<file path="src/rtl/rmt_pkg.sv">
// Shared definitions for the ingress segment collector: FSM encoding, header
// field offsets within beat 0, and the header-segment width helper.
package rmt_pkg;

  typedef enum logic [1:0] {
    ST_IDLE  = 2'd0,
    ST_SND   = 2'd1,
    ST_FLUSH = 2'd2,
    ST_DROP  = 2'd3
  } seg_state_e;

  // VLAN TCI: byte 14 sits at bits 119:112, byte 15 at bits 127:120
  localparam int VLAN_LO_OFF = 112;
  localparam int VLAN_HI_OFF = 120;

  // TPID: byte 12 at bits 103:96, byte 13 at bits 111:104
  localparam int          TPID_LO_OFF = 96;
  localparam int          TPID_HI_OFF = 104;
  localparam logic [15:0] TPID_VLAN   = 16'h8100;

  // Header segment is two stream beats wide
  function automatic int seg_width(input int data_w);
    return 2 * data_w;
  endfunction

endpackage

</file>
<file path="src/rtl/parser_wait_segs.sv">
// Ingress segment collector: packs the first two beats into a header segment,
// extracts the VLAN ID and forwards every beat. Optional macro PARSER_VLAN_CHECK_EN.
module parser_wait_segs
  import rmt_pkg::*;
#(
  parameter int C_AXIS_DATA_WIDTH  = 256,
  parameter int C_AXIS_TUSER_WIDTH = 128,
  parameter int C_VLANID_WIDTH     = 12
) (
  input  logic                              clk,
  input  logic                              reset,
  input  logic [C_AXIS_DATA_WIDTH-1:0]      s_axis_tdata,
  input  logic [C_AXIS_DATA_WIDTH/8-1:0]    s_axis_tkeep,
  input  logic [C_AXIS_TUSER_WIDTH-1:0]     s_axis_tuser,
  input  logic                              s_axis_tvalid,
  input  logic                              s_axis_tlast,
  output logic                              s_axis_tready,
  output logic [2*C_AXIS_DATA_WIDTH-1:0]    segs_tdata,
  output logic [2*C_AXIS_TUSER_WIDTH-1:0]   segs_tuser,
  output logic [C_AXIS_DATA_WIDTH/4-1:0]    segs_tkeep,
  output logic [1:0]                        segs_tlast,
  output logic                              segs_valid,
  input  logic                              segs_ready,
  output logic [C_VLANID_WIDTH-1:0]         vlan,
  output logic                              vlan_valid,
  input  logic                              vlan_ready,
  output logic [C_AXIS_DATA_WIDTH-1:0]      pkt_tdata,
  output logic [C_AXIS_TUSER_WIDTH-1:0]     pkt_tuser,
  output logic [C_AXIS_DATA_WIDTH/8-1:0]    pkt_tkeep,
  output logic                              pkt_tlast,
  output logic                              pkt_valid,
  input  logic                              pkt_ready
);

  localparam int SEG_W  = seg_width(C_AXIS_DATA_WIDTH);
  localparam int KEEP_W = C_AXIS_DATA_WIDTH / 8;

`ifdef PARSER_VLAN_CHECK_EN
  localparam bit VLAN_CHECK = 1'b1;
`else
  localparam bit VLAN_CHECK = 1'b0;
`endif

  seg_state_e state_q, state_d;

  logic accept;
  logic tag_hit, tag_ok;
  logic pkt_vld_d, vlan_vld_d, segs_vld_d;
  logic seg_single, seg_pair, beat0_load;

  logic [C_AXIS_DATA_WIDTH-1:0]  beat0_tdata_p0;
  logic [C_AXIS_TUSER_WIDTH-1:0] beat0_tuser_p0;
  logic [KEEP_W-1:0]             beat0_tkeep_p0;

  assign s_axis_tready = pkt_ready & segs_ready & vlan_ready & ~reset;
  assign accept        = s_axis_tvalid & s_axis_tready;

  assign tag_hit = (s_axis_tdata[TPID_LO_OFF +: 8] == TPID_VLAN[15:8]) &&
                   (s_axis_tdata[TPID_HI_OFF +: 8] == TPID_VLAN[7:0]);
  assign tag_ok  = ~VLAN_CHECK | tag_hit;

  always_comb begin
    state_d    = state_q;
    pkt_vld_d  = 1'b0;
    vlan_vld_d = 1'b0;
    segs_vld_d = 1'b0;
    seg_single = 1'b0;
    seg_pair   = 1'b0;
    beat0_load = 1'b0;
    if (accept) begin
      case (state_q)
        ST_IDLE: begin
          if (tag_ok) begin
            beat0_load = 1'b1;
            vlan_vld_d = 1'b1;
            pkt_vld_d  = 1'b1;
            if (s_axis_tlast) begin
              segs_vld_d = 1'b1;
              seg_single = 1'b1;
            end else begin
              state_d = ST_SND;
            end
          end else if (!s_axis_tlast) begin
            state_d = ST_DROP;
          end
        end
        ST_SND: begin
          pkt_vld_d  = 1'b1;
          segs_vld_d = 1'b1;
          seg_pair   = 1'b1;
          state_d    = s_axis_tlast ? ST_IDLE : ST_FLUSH;
        end
        ST_FLUSH: begin
          pkt_vld_d = 1'b1;
          if (s_axis_tlast) state_d = ST_IDLE;
        end
        ST_DROP: begin
          if (s_axis_tlast) state_d = ST_IDLE;
        end
        default: state_d = ST_IDLE;
      endcase
    end
  end

  // Stage p0: beat0 capture, held until the segment is emitted
  always_ff @(posedge clk) begin
    if (beat0_load) begin
      beat0_tdata_p0 <= s_axis_tdata;
      beat0_tuser_p0 <= s_axis_tuser;
      beat0_tkeep_p0 <= s_axis_tkeep;
    end
  end

  // Stage p1: registered outputs, cleared on reset including data buses
  always_ff @(posedge clk) begin
    if (reset) begin
      state_q    <= ST_IDLE;
      pkt_valid  <= 1'b0;
      vlan_valid <= 1'b0;
      segs_valid <= 1'b0;
      pkt_tdata  <= '0;
      pkt_tuser  <= '0;
      pkt_tkeep  <= '0;
      pkt_tlast  <= 1'b0;
      vlan       <= '0;
      segs_tdata <= '0;
      segs_tuser <= '0;
      segs_tkeep <= '0;
      segs_tlast <= '0;
    end else begin
      state_q    <= state_d;
      pkt_valid  <= pkt_vld_d;
      vlan_valid <= vlan_vld_d;
      segs_valid <= segs_vld_d;
      if (pkt_vld_d) begin
        pkt_tdata <= s_axis_tdata;
        pkt_tuser <= s_axis_tuser;
        pkt_tkeep <= s_axis_tkeep;
        pkt_tlast <= s_axis_tlast;
      end
      if (vlan_vld_d) begin
        vlan <= {s_axis_tdata[VLAN_LO_OFF +: 4], s_axis_tdata[VLAN_HI_OFF +: 8]};
      end
      if (seg_single) begin
        segs_tdata <= {{(SEG_W-C_AXIS_DATA_WIDTH){1'b0}}, s_axis_tdata};
        segs_tuser <= {{C_AXIS_TUSER_WIDTH{1'b0}}, s_axis_tuser};
        segs_tkeep <= {{KEEP_W{1'b0}}, s_axis_tkeep};
        segs_tlast <= 2'b01;
      end else if (seg_pair) begin
        segs_tdata <= {s_axis_tdata, beat0_tdata_p0};
        segs_tuser <= {s_axis_tuser, beat0_tuser_p0};
        segs_tkeep <= {s_axis_tkeep, beat0_tkeep_p0};
        segs_tlast <= {s_axis_tlast, 1'b0};
      end
    end
  end

endmodule

</file>
<file path="config.mk">
export PLATFORM = sky130hd
export DESIGN_NAME = parser_wait_segs
export DESIGN_NICKNAME = d
export VERILOG_FILES = /design/src/rtl/rmt_pkg.sv /design/src/rtl/parser_wait_segs.sv
export SDC_FILE = /design/constraint.sdc
export NUM_CORES = 2
export LEC_CHECK = 0
export CORE_AREA = 2 2 662 664
export CTS_CLUSTER_SIZE = 24
export DETAILED_ROUTE_END_ITERATION = 10
export DIE_AREA = 0 0 664 666
export DONT_BUFFER_PORTS = 1
export GPL_ROUTABILITY_DRIVEN = 0
export GPL_TIMING_DRIVEN = 0
export PLACE_DENSITY = 0.3
export SLEW_MARGIN = 40
export SYNTH_ARGS = -nofsm -noshare
export SYNTH_HDL_FRONTEND = slang
export SYNTH_SLANG_ARGS = --single-unit
</file>
<file path="constraint.sdc">
create_clock -name clk -period 21.1 [get_ports clk]
set_input_delay 4.22 -clock clk [delete_from_list [all_inputs] [get_ports clk]]
set_output_delay 4.22 -clock clk [all_outputs]
set_load 0.02 [all_outputs]
</file>
==> out/summary.json <==
{
  "final_cell_count_no_fill": 12237,
  "fp.dieArea_um2": 442000,
  "endpoint_worst_hold": "pkt_tuser[98]",
  "grt_antenna_before_repair": 51,
  "netlist.area_leader.share_pct": 42.4,
  "ys.flop_type": "sky130_fd_sc_hd__dfxtp_1",
  "detailroute.via_count": 47704,
  "clkTransAtPathRegs_ps": 60,
  "area_delta_synth_final_pct": 25.7,
  "clk_path_buf_depth": 4,
  "avgSynthCellArea_um2": 10.0,
  "r2r_setup_slack_ps": 17800,
  "timing.critical_path.cells": "nand4b_4 > inv_4",
  "cp-start-kind": "input port",
  "power_mw": 7.26,
  "floorplan.initialDensity_pct": 13.7,
  "synth_cell_types": 29,
  "hold-path-cell-count": 2,
  "hold_path_startpoint": "pkt_tuser[98]",
  "first_iter_violations": 3530,
  "worstSetupEndpointType": "output pin",
  "worst_r2r_endpoint": "segs_tdata[371]",
  "ys_top_cells_by_area": "sky130_fd_sc_hd__dfxtp_1 42%, sky130_fd_sc_hd__edfxtp_1 21%, sky130_fd_sc_hd__nand2_1 11%",
  "std_cell_rows": 243,
  "yosysWarningCount": 0,
  "numCtsBuffers": 215,
  "fin_ws_ps": 12180,
  "synth_top_area_cell": "sky130_fd_sc_hd__dfxtp_1",
  "skew_ps": 101,
  "first_pass_grt_wire_length_mm": 475,
  "cts_hold_buf": 0,
  "crit_type": "input port to output pin",
  "synth_top_cells_by_count": "1698 x sky130_fd_sc_hd__nand2_1, 1268 x sky130_fd_sc_hd__dfxtp_1, 848 x sky130_fd_sc_hd__a21oi_1",
  "pre_cts_slack_ps": 12140,
  "tritoncts": "yes",
  "min_period_ps": 8920,
  "cts_setup_buffers": 0,
  "drv.max_cap_violation_count": 0,
  "finalCritPeriodShare_pct": 42.3,
  "run_status": "complete, no violations",
  "critical_path_arrival_ps": 4700,
  "cts.root.buffer_cell": "sky130_fd_sc_hd__clkbuf_16",
  "worst_r2r_path_depth": 8,
  "powerDensity_nw_per_um2": 96.4,
  "worstPathRequired_ps": 16880,
  "slew_headroom_pct": 36.0,
  "layout.core_utilization_pct": 17.3,
  "syn-num-nets": 6385,
  "worstPathMaxFanout": 8,
  "vias_per_cell": 3.90,
  "critical_path.slowest_cell": "sky130_fd_sc_hd__inv_4",
  "max_clock_freq_mhz": 112,
  "power.ir.vdd_worst_mv": 0.0680,
  "timing.critical_path.buf_inv": 1,
  "netlist_area_before_placement_um2": 59900,
  "h-tree-depth": 4,
  "yosysMostFrequentCell": "sky130_fd_sc_hd__nand2_1",
  "initial_drt_pass_iterations": 5,
  "first_global_vias": 45210,
  "final_layout_size_suffix_gt1_share_pct": 10.8,
  "route.final.wire_length_mm": 370,
  "synthCells": 5962,
  "grt.total_usage_pct": 15.9,
  "critPathMaxStageDelay_ps": 230,
  "reg2reg_from": "state_q[0]",
  "worst-slew-pin-transition_ps": 960,
  "drc": 0,
  "drt.antenna.violating_nets": 0,
  "globalRouteOverflowTotal": 0,
  "die_width_um": 664,
  "leakage_nw": 22.9,
  "synth_seq_area_share_pct": 63.3,
  "cts.sinks": 1684,
  "finish.net_count": 6691,
  "core_area_um2": 436000,
  "fillCellCount": 48558,
  "mean_routed_wirelength_per_cell_um": 30.3,
  "timing.final.hold_violations": 0,
  "cts_repair_resize_count": 0,
  "postSynthRegisterBits": 1684,
  "ys_async_sr_fraction_pct": 0,
  "io_buffers": 0,
  "place.detailed.hpwl_mm": 298,
  "placed_cells": 11808,
  "critical_path.top_delay_family": "buffers and inverters",
  "floorplan.die.height_um": 666,
  "grt_start_max_net_pins": 18,
  "clk_latency_ps": 940,
  "setup_repair_after_global_routing_missed_its_margin": "false",
  "pin_count": 1690,
  "maxSlewViolCount": 0,
  "timing.final.setup_violations": 0,
  "hp-class": "flip-flop to flip-flop",
  "post_synth_edffs": 416
}
## power breakdown
part | switching [mW] | total [mW] | internal, mW
Sequential | 0.0601 | 3.40 | 3.34
Clock | 1.56 | 3.71 | 2.15
Combinational | 0.113 | 0.150 | 0.0371
## per-layer routing
layer  up-vias  global-route usage, %  routed length [um]
li1      21072                      -                   -
met1     24161                   18.8              146000
met2      2079                   27.7              181000
met3       390                   5.43               33900
met4         2                   3.55                8860
met5         -                      0                  18
## through the flow
| step | hold slack, ps | setup TNS, ps | cell area (um2) |
|---|---|---|---|
| global route | 571 | 0 | 75200 |
| CTS | 557 | 0 | 75200 |
| finish | 556 | 0 | 75300 |
| floorplan | 530 | 0 | 59900 |
| detailed placement | 551 | 0 | 68200 |
| global placement | 547 | -8669570 | 67100 |
## final cells by class
class                   count  area, um2  share of cell area (%)
clock inverters            63        622                   0.826
well taps                5757       7200                    9.57
plain buffers             467       2400                    3.18
repair buffers             89       1010                    1.34
inverters                   2       10.0                  0.0133
flip-flops and latches   1684      37900                    50.3
multi-input cells        3809      19700                    26.2
diodes                     31       77.6                   0.103
clock buffers             335       6370                    8.46
## registers in the layout, indices dropped and copies added (netlist names)
register and flops:
segs_valid 1, pkt_tuser 128, segs_tlast 2, beat0_tdata_p0 256, state_q 2, pkt_tlast 1
vlan 12, segs_tkeep 64, pkt_tdata 256, beat0_tuser_p0 128, pkt_valid 1, segs_tdata 512
pkt_tkeep 32, beat0_tkeep_p0 32, segs_tuser 256, vlan_valid 1
## worst max-delay path by stage
stage	to	depth (start not counted)	slack [ps]	from
finish	s_axis_tready	2	12180	reset
global route	s_axis_tready	2	12150	reset
CTS	s_axis_tready	2	12140	reset
detailed placement	s_axis_tready	2	12140	reset
global placement	segs_tdata[44]	7	-11670	s_axis_tvalid
floorplan	segs_tuser[100]	7	2270	reset
## layout by cell type (no fill, tap or decap), types with 2 or more instances in the layout
cell type,count
sky130_fd_sc_hd__buf_6,52
sky130_fd_sc_hd__clkbuf_8,39
sky130_fd_sc_hd__inv_6,4
sky130_fd_sc_hd__buf_2,143
sky130_fd_sc_hd__buf_1,7
sky130_fd_sc_hd__clkinv_16,4
sky130_fd_sc_hd__clkinv_1,13
sky130_fd_sc_hd__a21oi_1,848
sky130_fd_sc_hd__dfxtp_1,1256
sky130_fd_sc_hd__buf_12,4
sky130_fd_sc_hd__clkinvlp_4,6
sky130_fd_sc_hd__mux2i_1,416
sky130_fd_sc_hd__nor4b_1,2
sky130_fd_sc_hd__buf_4,72
sky130_fd_sc_hd__clkbuf_2,53
sky130_fd_sc_hd__clkbuf_1,275
sky130_fd_sc_hd__clkbuf_4,10
sky130_fd_sc_hd__buf_16,12
sky130_fd_sc_hd__diode_2,31
sky130_fd_sc_hd__clkbuf_16,222
sky130_fd_sc_hd__nand2_1,1698
sky130_fd_sc_hd__clkinv_4,2
sky130_fd_sc_hd__clkinv_2,23
sky130_fd_sc_hd__a211oi_1,397
sky130_fd_sc_hd__edfxtp_1,416
sky130_fd_sc_hd__dfxtp_2,12
sky130_fd_sc_hd__nor2_1,416
sky130_fd_sc_hd__a211oi_2,19
sky130_fd_sc_hd__buf_8,2
sky130_fd_sc_hd__bufinv_16,6
sky130_fd_sc_hd__inv_4,3
## logic make-up after synthesis
group,after synthesis,synth area share [%]
mux,416,6.96
buf+inv,469,3.82
simple gates,2126,13.5
flops,1684,63.3
compound gates,1267,12.5
(Power assumes the default switching activity.)
